<file path="src/rtl/instr_mem_responder_pkg.sv">
// Shared constants and types for the instruction-memory responder:
// FSM states, word/byte geometry and the fetch address check.
package instr_mem_responder_pkg;

    typedef enum logic [1:0] {
        SERVE  = 2'd0,
        LOAD   = 2'd1,
        COMMIT = 2'd2
    } state_t;

    localparam int WORD_BYTES    = 4;
    localparam int BYTE_W        = 8;
    localparam int WORD_W        = WORD_BYTES * BYTE_W;
    localparam int DEPTH_DEFAULT = 64;

    // A fetch is rejected when the PC is not word aligned or its word index is past the store.
    function automatic logic fetch_addr_bad(input logic [WORD_W-1:0] addr, input int depth);
        logic [WORD_W-3:0] word_idx;
        word_idx = addr[WORD_W-1:2];
        return (addr[1:0] != 2'b00) || (word_idx >= (WORD_W-2)'(depth));
    endfunction

endpackage

</file>
<file path="src/rtl/instr_mem_responder_byte_packer.sv">
// Little-endian byte-to-word assembler for the program loader: a lane index
// plus an assembly register whose unfilled upper lanes are always zero.
module instr_mem_responder_byte_packer
    import instr_mem_responder_pkg::*;
(
    input  logic              clk,
    input  logic              rst,
    input  logic              clear,
    input  logic              push,
    input  logic [BYTE_W-1:0] byte_data,
    output logic [WORD_W-1:0] word,
    output logic              word_ready,
    output logic              partial
);

    logic [1:0]        idx_r;
    logic [WORD_W-1:0] asm_r;
    logic [WORD_W-1:0] word_s;

    // Merge the incoming byte into its lane; partial reflects the index after this cycle.
    always_comb begin
        word_s = asm_r;
        if (push) begin
            case (idx_r)
                2'd0:    word_s[7:0]   = byte_data;
                2'd1:    word_s[15:8]  = byte_data;
                2'd2:    word_s[23:16] = byte_data;
                default: word_s[31:24] = byte_data;
            endcase
            word_ready = (idx_r == 2'd3);
            partial    = (idx_r != 2'd3);
        end else begin
            word_ready = 1'b0;
            partial    = (idx_r != 2'd0);
        end
    end

    assign word = word_s;

    // Lane index and assembly register; a completed word empties the register.
    always_ff @(posedge clk) begin
        if (rst) begin
            idx_r <= 2'd0;
            asm_r <= '0;
        end else if (clear) begin
            idx_r <= 2'd0;
            asm_r <= '0;
        end else if (push) begin
            idx_r <= idx_r + 2'd1;
            asm_r <= word_ready ? '0 : word_s;
        end else begin
            idx_r <= idx_r;
            asm_r <= asm_r;
        end
    end

endmodule

</file>
<file path="src/rtl/instr_mem_responder.sv">
// Instruction-fetch responder with a 1-cycle read of a DEPTH-word store and
// a byte-stream program loader that fills the store while fetch is blocked.
module instr_mem_responder
    import instr_mem_responder_pkg::*;
#(
    parameter  int DEPTH = DEPTH_DEFAULT,
    localparam int N     = WORD_W,
    localparam int AW    = $clog2(DEPTH)
) (
    input  logic          clk,
    input  logic          rst,
    input  logic          req_valid,
    input  logic [N-1:0]  req_addr,
    output logic          req_ready,
    output logic          resp_valid,
    output logic [N-1:0]  resp_instr,
    output logic          resp_err,
    input  logic          load_en,
    input  logic          byte_valid,
    input  logic [7:0]    byte_data,
    output logic          load_done,
    output logic [AW:0]   load_words,
    output logic          load_ovf
);

    state_t       state_r;
    logic [N-1:0] mem_r [DEPTH];
    logic [AW:0]  wr_ptr_r;
    logic         resp_valid_r;
    logic         resp_err_r;
    logic [N-1:0] resp_instr_r;
    logic         load_done_r;
    logic         load_ovf_r;

    logic         accept_s;
    logic         addr_bad_s;
    logic         push_s;
    logic         clear_s;
    logic         full_s;
    logic         word_ready_s;
    logic         partial_s;
    logic [N-1:0] pack_word_s;

    // Fetch acceptance and loader control decode.
    always_comb begin
        accept_s   = req_valid && (state_r == SERVE);
        addr_bad_s = fetch_addr_bad(req_addr, DEPTH);
        push_s     = byte_valid && (state_r == LOAD);
        full_s     = (wr_ptr_r == (AW+1)'(DEPTH));
        if (state_r == SERVE) begin
            clear_s = load_en;
        end else if (state_r == COMMIT) begin
            clear_s = 1'b1;
        end else begin
            clear_s = 1'b0;
        end
    end

    instr_mem_responder_byte_packer u_packer (
        .clk        (clk),
        .rst        (rst),
        .clear      (clear_s),
        .push       (push_s),
        .byte_data  (byte_data),
        .word       (pack_word_s),
        .word_ready (word_ready_s),
        .partial    (partial_s)
    );

    // Mode FSM, instruction store, fetch response and load bookkeeping.
    always_ff @(posedge clk) begin
        if (rst) begin
            state_r      <= SERVE;
            wr_ptr_r     <= '0;
            resp_valid_r <= 1'b0;
            resp_err_r   <= 1'b0;
            resp_instr_r <= '0;
            load_done_r  <= 1'b0;
            load_ovf_r   <= 1'b0;
            for (int i = 0; i < DEPTH; i++) begin
                mem_r[i] <= '0;
            end
        end else begin
            resp_valid_r <= accept_s;
            load_done_r  <= 1'b0;
            if (accept_s) begin
                resp_err_r   <= addr_bad_s;
                resp_instr_r <= addr_bad_s ? '0 : mem_r[req_addr[AW+1:2]];
            end else begin
                resp_err_r <= 1'b0;
            end

            case (state_r)
                SERVE: begin
                    if (load_en) begin
                        state_r    <= LOAD;
                        wr_ptr_r   <= '0;
                        load_ovf_r <= 1'b0;
                    end
                end
                LOAD: begin
                    if (push_s && full_s) begin
                        load_ovf_r <= 1'b1;
                    end else if (word_ready_s) begin
                        mem_r[wr_ptr_r[AW-1:0]] <= pack_word_s;
                        wr_ptr_r                <= wr_ptr_r + 1'b1;
                    end
                    if (!load_en) begin
                        if (partial_s) begin
                            state_r <= COMMIT;
                        end else begin
                            state_r     <= SERVE;
                            load_done_r <= 1'b1;
                        end
                    end
                end
                COMMIT: begin
                    if (!full_s) begin
                        mem_r[wr_ptr_r[AW-1:0]] <= pack_word_s;
                        wr_ptr_r                <= wr_ptr_r + 1'b1;
                    end
                    state_r     <= SERVE;
                    load_done_r <= 1'b1;
                end
                default: state_r <= SERVE;
            endcase
        end
    end

    // The write pointer is also the session's word count.
    assign req_ready  = (state_r == SERVE);
    assign resp_valid = resp_valid_r;
    assign resp_instr = resp_instr_r;
    assign resp_err   = resp_err_r;
    assign load_done  = load_done_r;
    assign load_words = wr_ptr_r;
    assign load_ovf   = load_ovf_r;

endmodule

</file>
<file path="config.mk">
export PLATFORM = sky130hd
export DESIGN_NAME = instr_mem_responder
export DESIGN_NICKNAME = d
export VERILOG_FILES = /design/src/rtl/instr_mem_responder_pkg.sv /design/src/rtl/instr_mem_responder_byte_packer.sv /design/src/rtl/instr_mem_responder.sv
export SDC_FILE = /design/constraint.sdc
export NUM_CORES = 2
export LEC_CHECK = 0
export CAP_MARGIN = 20
export CORE_UTILIZATION = 57
export DETAILED_ROUTE_END_ITERATION = 8
export GPL_TIMING_DRIVEN = 0
export HOLD_SLACK_MARGIN = 0.06
export PLACE_DENSITY = 0.73
export SLEW_MARGIN = 0
export SYNTH_ARGS = -nofsm -noshare
export SYNTH_HDL_FRONTEND = slang
export SYNTH_HIERARCHICAL = 1
export SYNTH_SLANG_ARGS = --single-unit
</file>
<file path="constraint.sdc">
create_clock -name clk -period 4.3 [get_ports clk]
set_input_delay 0.86 -clock clk [delete_from_list [all_inputs] [get_ports clk]]
set_output_delay 0.86 -clock clk [all_outputs]
set_load 0.01 [all_outputs]
</file>
== Yosys cells after proc, flatten, opt, wreduce, memory -nomap -nowiden ==
Memory sizes are Yosys's and may differ from the RTL's.
Index checks and enable logic that the tools add are counted.

* Output and inout bits: 44
* Input bits: 45
* Memories: 1
* Bits in writable memories: 2048
* Flip-flop bits (word level): 79
* Word-level logic and storage cells: 86

* Add/sub/neg operators: 2
* Reduce and logical (&&, ||, !) cells: 17
* Bitwise logic cells: 2
* Muxes and demuxes: 41
* Equality and inequality tests: 13
* $lt $le $gt $ge: 1

{| class="wikitable"
|+ Memories
! memory !! depth !! width !! read ports !! clocked after Yosys merged registers in !! write ports !! RTL line !! source
|-
| mem_r || 64 || 32 || 1 || 0 || 64 || instr_mem_responder.sv:27 || <nowiki>logic [N-1:0] mem_r [DEPTH];</nowiki>
|}

{| class="wikitable"
|+ Operator list
! operator !! count
|-
| 32-bit 2-to-1 mux || 5
|-
| 8-bit 2-to-1 mux || 4
|-
| 32-bit OR reduction || 1
|-
| 30-bit by 7-bit >= comparator with 1-bit output, second input constant || 1
|-
| 7-bit 2-to-1 mux || 4
|-
| 7-bit case mux with 3 select lines || 1
|-
| 1-bit 2-to-1 mux || 20
|-
| 2-bit inequality test, second input constant || 4
|-
| 7-bit by 1-bit adder with 7-bit output, second input constant || 1
|-
| 7-bit equality test, second input constant || 1
|-
| 2-bit equality test, second input constant || 3
|-
| 2-bit 2-to-1 mux || 3
|-
| 6-bit 2-to-1 mux || 1
|-
| 2-bit by 1-bit inequality test with 1-bit output, second input constant || 3
|-
| 2-bit nonzero test || 3
|-
| 5-bit AND reduction || 1
|-
| 2-bit by 1-bit equality test with 1-bit output, second input constant || 2
|-
| 2-bit logical NOT || 2
|-
| 1-bit case mux with 2 select lines || 2
|-
| 2-bit case mux with 2 select lines || 1
|-
| 2-bit OR reduction || 2
|-
| 1-bit logical AND || 3
|-
| 3-bit AND reduction || 1
|-
| 3-bit nonzero test || 1
|-
| other kinds (6) || 6
|}

== Depth between registers and ports, before layout ==
* Word-level depth: 11
* Depth in mapped cells: 12
* Gate-level depth less buffers: 9

== Cells and area by module ==
Netlist, hierarchy kept.

{| class="wikitable"
|+ Modules (own cells, without submodules)
! module !! area each (sq um) !! times used !! cells an instance !! seq. area each (sq um)
|-
| instr_mem_responder || 95509.1 || 1 || 6365 || 62399.8
|-
| instr_mem_responder_byte_packer || 1876.8 || 1 || 149 || 680.7
|}

== Worst setup path before layout ==
OpenSTA, ideal clock, no wires.

* Path type: input-to-reg
* From: in byte_valid
* To: mem mem_r[16][0] in the netlist's numbering (enable)
* Setup slack: 0.807 ns
* Stages: 9
* Path buffers: 2
* Data arrival time: 3.118 ns
* Required time: 3.925 ns
* Library setup time: 0.375 ns
* Cells stage by stage: and2_1 buf_6 buf_12 and2_1 nand2_1 nor2_2 o211ai_2 nor2_1 or2_2

{| class="wikitable"
|+ RTL lines
! element !! RTL line !! source
|-
| start: declaration || instr_mem_responder.sv:19 || <nowiki>input logic byte_valid,</nowiki>
|-
| end: declaration || instr_mem_responder.sv:27 ||
|}

== Final worst setup path ==
* From: in req_addr[4]
* To: reg resp_instr_r[9], in the netlist resp_instr[9]

* Word-level cells in the longest chain between the ends: 3
* Elaborated cells between the ends (all ways): 4
* Those cells by class: 1 x order compare; 1 x mux; 1 x reduce/logical; 1 x memory

{| class="wikitable"
|+ RTL lines
! element !! RTL line !! source
|-
| start: declaration || instr_mem_responder.sv:13 || <nowiki>input logic [N-1:0] req_addr,</nowiki>
|-
| 30-bit by 7-bit >= comparator with 1-bit output || instr_mem_responder_pkg.sv:20 || <nowiki>return (addr[1:0] != 2'b00) || (word_idx >= (WORD_W-2)'(depth));</nowiki>
|-
| 1-bit logical OR || instr_mem_responder_pkg.sv:20 ||
|-
| 32-bit 2-to-1 mux * || instr_mem_responder.sv:88 || <nowiki>resp_instr_r <= addr_bad_s ? '0 : mem_r[req_addr[AW+1:2]];</nowiki>
|-
| end signal: assignment || instr_mem_responder.sv:88 ||
|-
| end: declaration || instr_mem_responder.sv:31 || <nowiki>logic [N-1:0] resp_instr_r;</nowiki>
|}

Mark *: on every way between the ends. The rest lies on a longest branch, timed or not.
A chain may end at the register's enable or synchronous reset.

==> flow_summary_export.csv <==
group,metric,value,unit
status,outcome,"finished with violations",
status,violations,"slew limit, setup timing",
worst_setup_path,startpoint_type,"primary input",
placement,gp_congestion,1.08,
routing,wl,355,mm
sta,rsz0062_at_grt,"true",
sta,relSlewSlack,-0.0392,
global_routing,grt_pass1_vias,59300,
worst_setup_path,r2r-end,"mem_r[45][1]$_SDFFCE_PN0P_",
clocking,cts_tree,"done",
sta,tightest_slew,1560,ps
worst_setup_path,slowest_delay,840,ps
routing,drtPass1Iterations,8,
synthesis,synth_top_family_by_area,"simple AND/OR/NAND/NOR gates",
synthesis,synth_edf_count,2048,
worst_setup_path,cp_max_fo,10,
synthesis,synth-simple-area-share,0.153,
placement,port-buffer-count,85,
worst_setup_path,worst_setup_path_end_kind,"flip-flop",
sta,final.setup_skew,65.1,ps
synthesis,async_flop_share,0,
worst_setup_path,path_cells,"clkdlybuf4s50_1 -> buf_2 -> buf_4 -> inv_1 -> clkbuf_1 -> buf_2 -> mux2i_1 -> a22oi_1 -> nand2_1 -> o31ai_1",
finish,nNetsFinal,6923,
routing,ant_nets,0,
sta,clock.fmax,213,MHz
hold_path,worstHoldEndpoint,"resp_instr[4]$_SDFFE_PP0P_",
finish,fin_cells,9298,
synthesis,synth_seq_area_share,0.648,
clocking,clockBufferDepth,3,
synthesis,ys_warn_count,6,
worst_setup_path,crit_type,"primary input to flip-flop",
finish,final_cell_mix,"and2_1, edfxtp_1, clkbuf_1",
sta,holdWs,468,ps
routing,vias_per_cell,6.73,
floorplanning,initial_utilization,0.575,
routing,routedWlPerCell,38.2,um
pwr,ir_drop,0.000486,V
pwr,power,45800,uW
pwr,p_leak,0.0383,uW
finish,final_common_cell,"and2_1",
finish,area_delta_synth_final,11.8,%
global_routing,grt_pass1_wl,476,mm
clocking,numCtsBuffers,213,
sta,hold_violations,0,
floorplanning,pin_count,89,
sta,drv_slew,1,
worst_setup_path,crit_arrival,5450,ps
clocking,h-tree-depth,4,
global_routing,grt_usage,0.409,
placement,placed_cells,8854,
hold_path,whs_path_depth,1,
clocking,clkSinkCount,2127,
synthesis,synth_cells,6514,
global_routing,grt_overflow,0,
worst_setup_path,cpMaxStageDelayCell,"clkbuf_1",
worst_setup_path,rrSetupSlack,10,ps
floorplanning,die_h,415,um
job,cap_violations,0,
synthesis,synth-main-ff-cell,"edfxtp_1",
sta,finalSetupViolations,25,
synthesis,synthAdderAreaFrac,0.00141,
worst_setup_path,cpMostUsedCell,"buf_2",
global_routing,grt_max_degree,33,
synthesis,synth_top_area_share,0.631,
sta,min_period,4700,ps
synthesis,synthXorXnorAreaFrac,0.000270,
sta,setup_slack,-401,ps
worst_setup_path,rr_startpoint,"state_r[1]$_SDFFE_PP0P_",
synthesis,synth_area,97400,sq um
finish,drive_gt1_frac,0.154,
sta,period_share,1.09,
synthesis,yosysUniqueCellTypes,64,
routing,drt-initial-drc-count,9899,
finish,fin_util,0.643,
pwr,powerDensity,421,nW/um^2
synthesis,synthMuxAreaShare,0.130,
clocking,clk_pin_slew_worst_paths,60,ps
synthesis,avgSynthCellArea,15.0,sq um
worst_setup_path,reg2reg_depth,11,
routing,drc,0,
worst_setup_path,required,5050,ps
floorplanning,die_w,415,um
hold_path,holdCritPathClass,"flip-flop to flip-flop",
clocking,clock-root-buffer,"clkbuf_16",
clocking,clk_latency,890,ps
finish,fillCellCount,12100,
global_routing,antenna_found_initial,53,
synthesis,ys_ff_latch,2127,
clocking,postCtsSetupBuffers,0,
synthesis,synth_top_area_cell,"edfxtp_1",
synthesis,synth.net_count,6570,
routing,via_count,62600,
sta,finalSetupTns,-5210,ps
floorplanning,core-area,169000,sq um
hold_path,hold_start,"resp_instr[4]$_SDFFE_PP0P_",
synthesis,synth_area_leaders,"edfxtp_1, and2_1, mux4_2",
floorplanning,dieArea,173000,sq um
placement,dpl.hpwl,250,mm
floorplanning,rows,151,
synthesis,synth_compound_area_frac,0.0375,
## flip-flops by register name, summed over array words and instances, names as in the netlist
register and cells:
load_words 7, load_ovf 1, resp_valid 1, mem_r 2048, u_packer/asm_r 32, load_done 1, u_packer/idx_r 2, state_r 2
resp_instr 32, resp_err 1
## worst max-delay path by stage
stage	start	endpoint	slack [ps]	cells after the start
2_1_floorplan	byte_valid	mem_r[16][0]$_SDFFCE_PN0P_	810	9
3_3_place_gp	req_addr[4]	resp_instr[5]$_SDFFE_PP0P_	-2430	9
3_5_place_dp	req_addr[4]	resp_instr[28]$_SDFFE_PP0P_	-1250	9
4_1_cts	state_r[1]$_SDFFE_PP0P_	mem_r[19][28]$_SDFFCE_PN0P_	3	11
5_1_grt	state_r[1]$_SDFFE_PP0P_	mem_r[46][11]$_SDFFCE_PN0P_	-190	11
6_report	req_addr[4]	resp_instr[9]$_SDFFE_PP0P_	-400	10
## Yosys cell counts, types with 6 or more instances
master     instances
and2_1          2052
edfxtp_1        2048
clkbuf_1         435
mux4_2           372
mux2i_1          358
buf_2            125
nor2_1           124
nand2_1          115
a22oi_1          101
dfxtp_1           79
a21oi_1           69
or2_2             66
a32o_1            57
buf_1             48
a221o_1           41
buf_4             40
a221oi_1          36
mux2_2            32
nand3_1           25
mux2_4            24
nor2b_1           21
nor3b_1           21
a311o_1           19
o21bai_1          15
inv_1             13
o21ai_0           13
o311ai_0          13
a2111oi_0         12
a211oi_1          12
o211ai_1          12
ha_1              11
o41ai_1           11
nor3_1            10
or3_1              8
o31ai_1            7
nor4_1             6
o2111ai_4          6
o22ai_1            6
## power breakdown
| part | switching (uW) | internal (uW) | total, uW |
|---|---|---|---|
| clock network | 8350 | 9960 | 18300 |
| logic | 2530 | 1120 | 3650 |
| registers | 269 | 23600 | 23800 |
| total | 11200 | 34700 | 45800 |
## per-stage QoR
step	setup slack, ps	instance area, sq um
after floorplan	807	97400
after global placement	-2430	101000
after detailed placement	-1250	102000
after CTS	2.52	108000
after global routing	-185	109000
final	-401	109000
## per-layer routing
layer	GRT usage	wire length [um]	share of wire
met1	0.495	117000	0.33
met2	0.578	151000	0.42
met3	0.155	51100	0.14
met4	0.351	36600	0.10
met5	0.00361	299	0.00084
## kinds of logic after synthesis
kind of cell               count (synthesis)
and+or+nand+nor                         2475
DFF                                     2127
muxes                                    786
buffers and inverters                    668
AOI/OAI and AO/OA                        444
adders and majority gates                 11
xor gates and xnor gates                   3
## final cells by class
type	count	area, sq um	area share
antenna	41	103	0.000942
buffer	654	2850	0.0261
clock buffer	256	5530	0.0508
clock inverter	131	1170	0.0107
inverter	14	52.6	0.000483
multi-input combinational	3724	31800	0.292
sequential	2127	63100	0.579
tap	2218	2780	0.0255
timing repair buffer	133	1540	0.0142
## worst max-delay path: cells and delay by family
kind            cells  cell delay (ps)
compound gates      2              460
buf+inv             6             3150
mux                 1              750
simple gates        1              180
## what timing repair did
item | 4_1_cts | 5_1_grt
hold buffers | 0 | 0
gates resized for setup | 38 | 45
gates cloned | 0 | 5
pin swaps | 0 | 3
endpoints found under the setup margin | 1619 | 2110
Power figures use the tool's default switching activity.
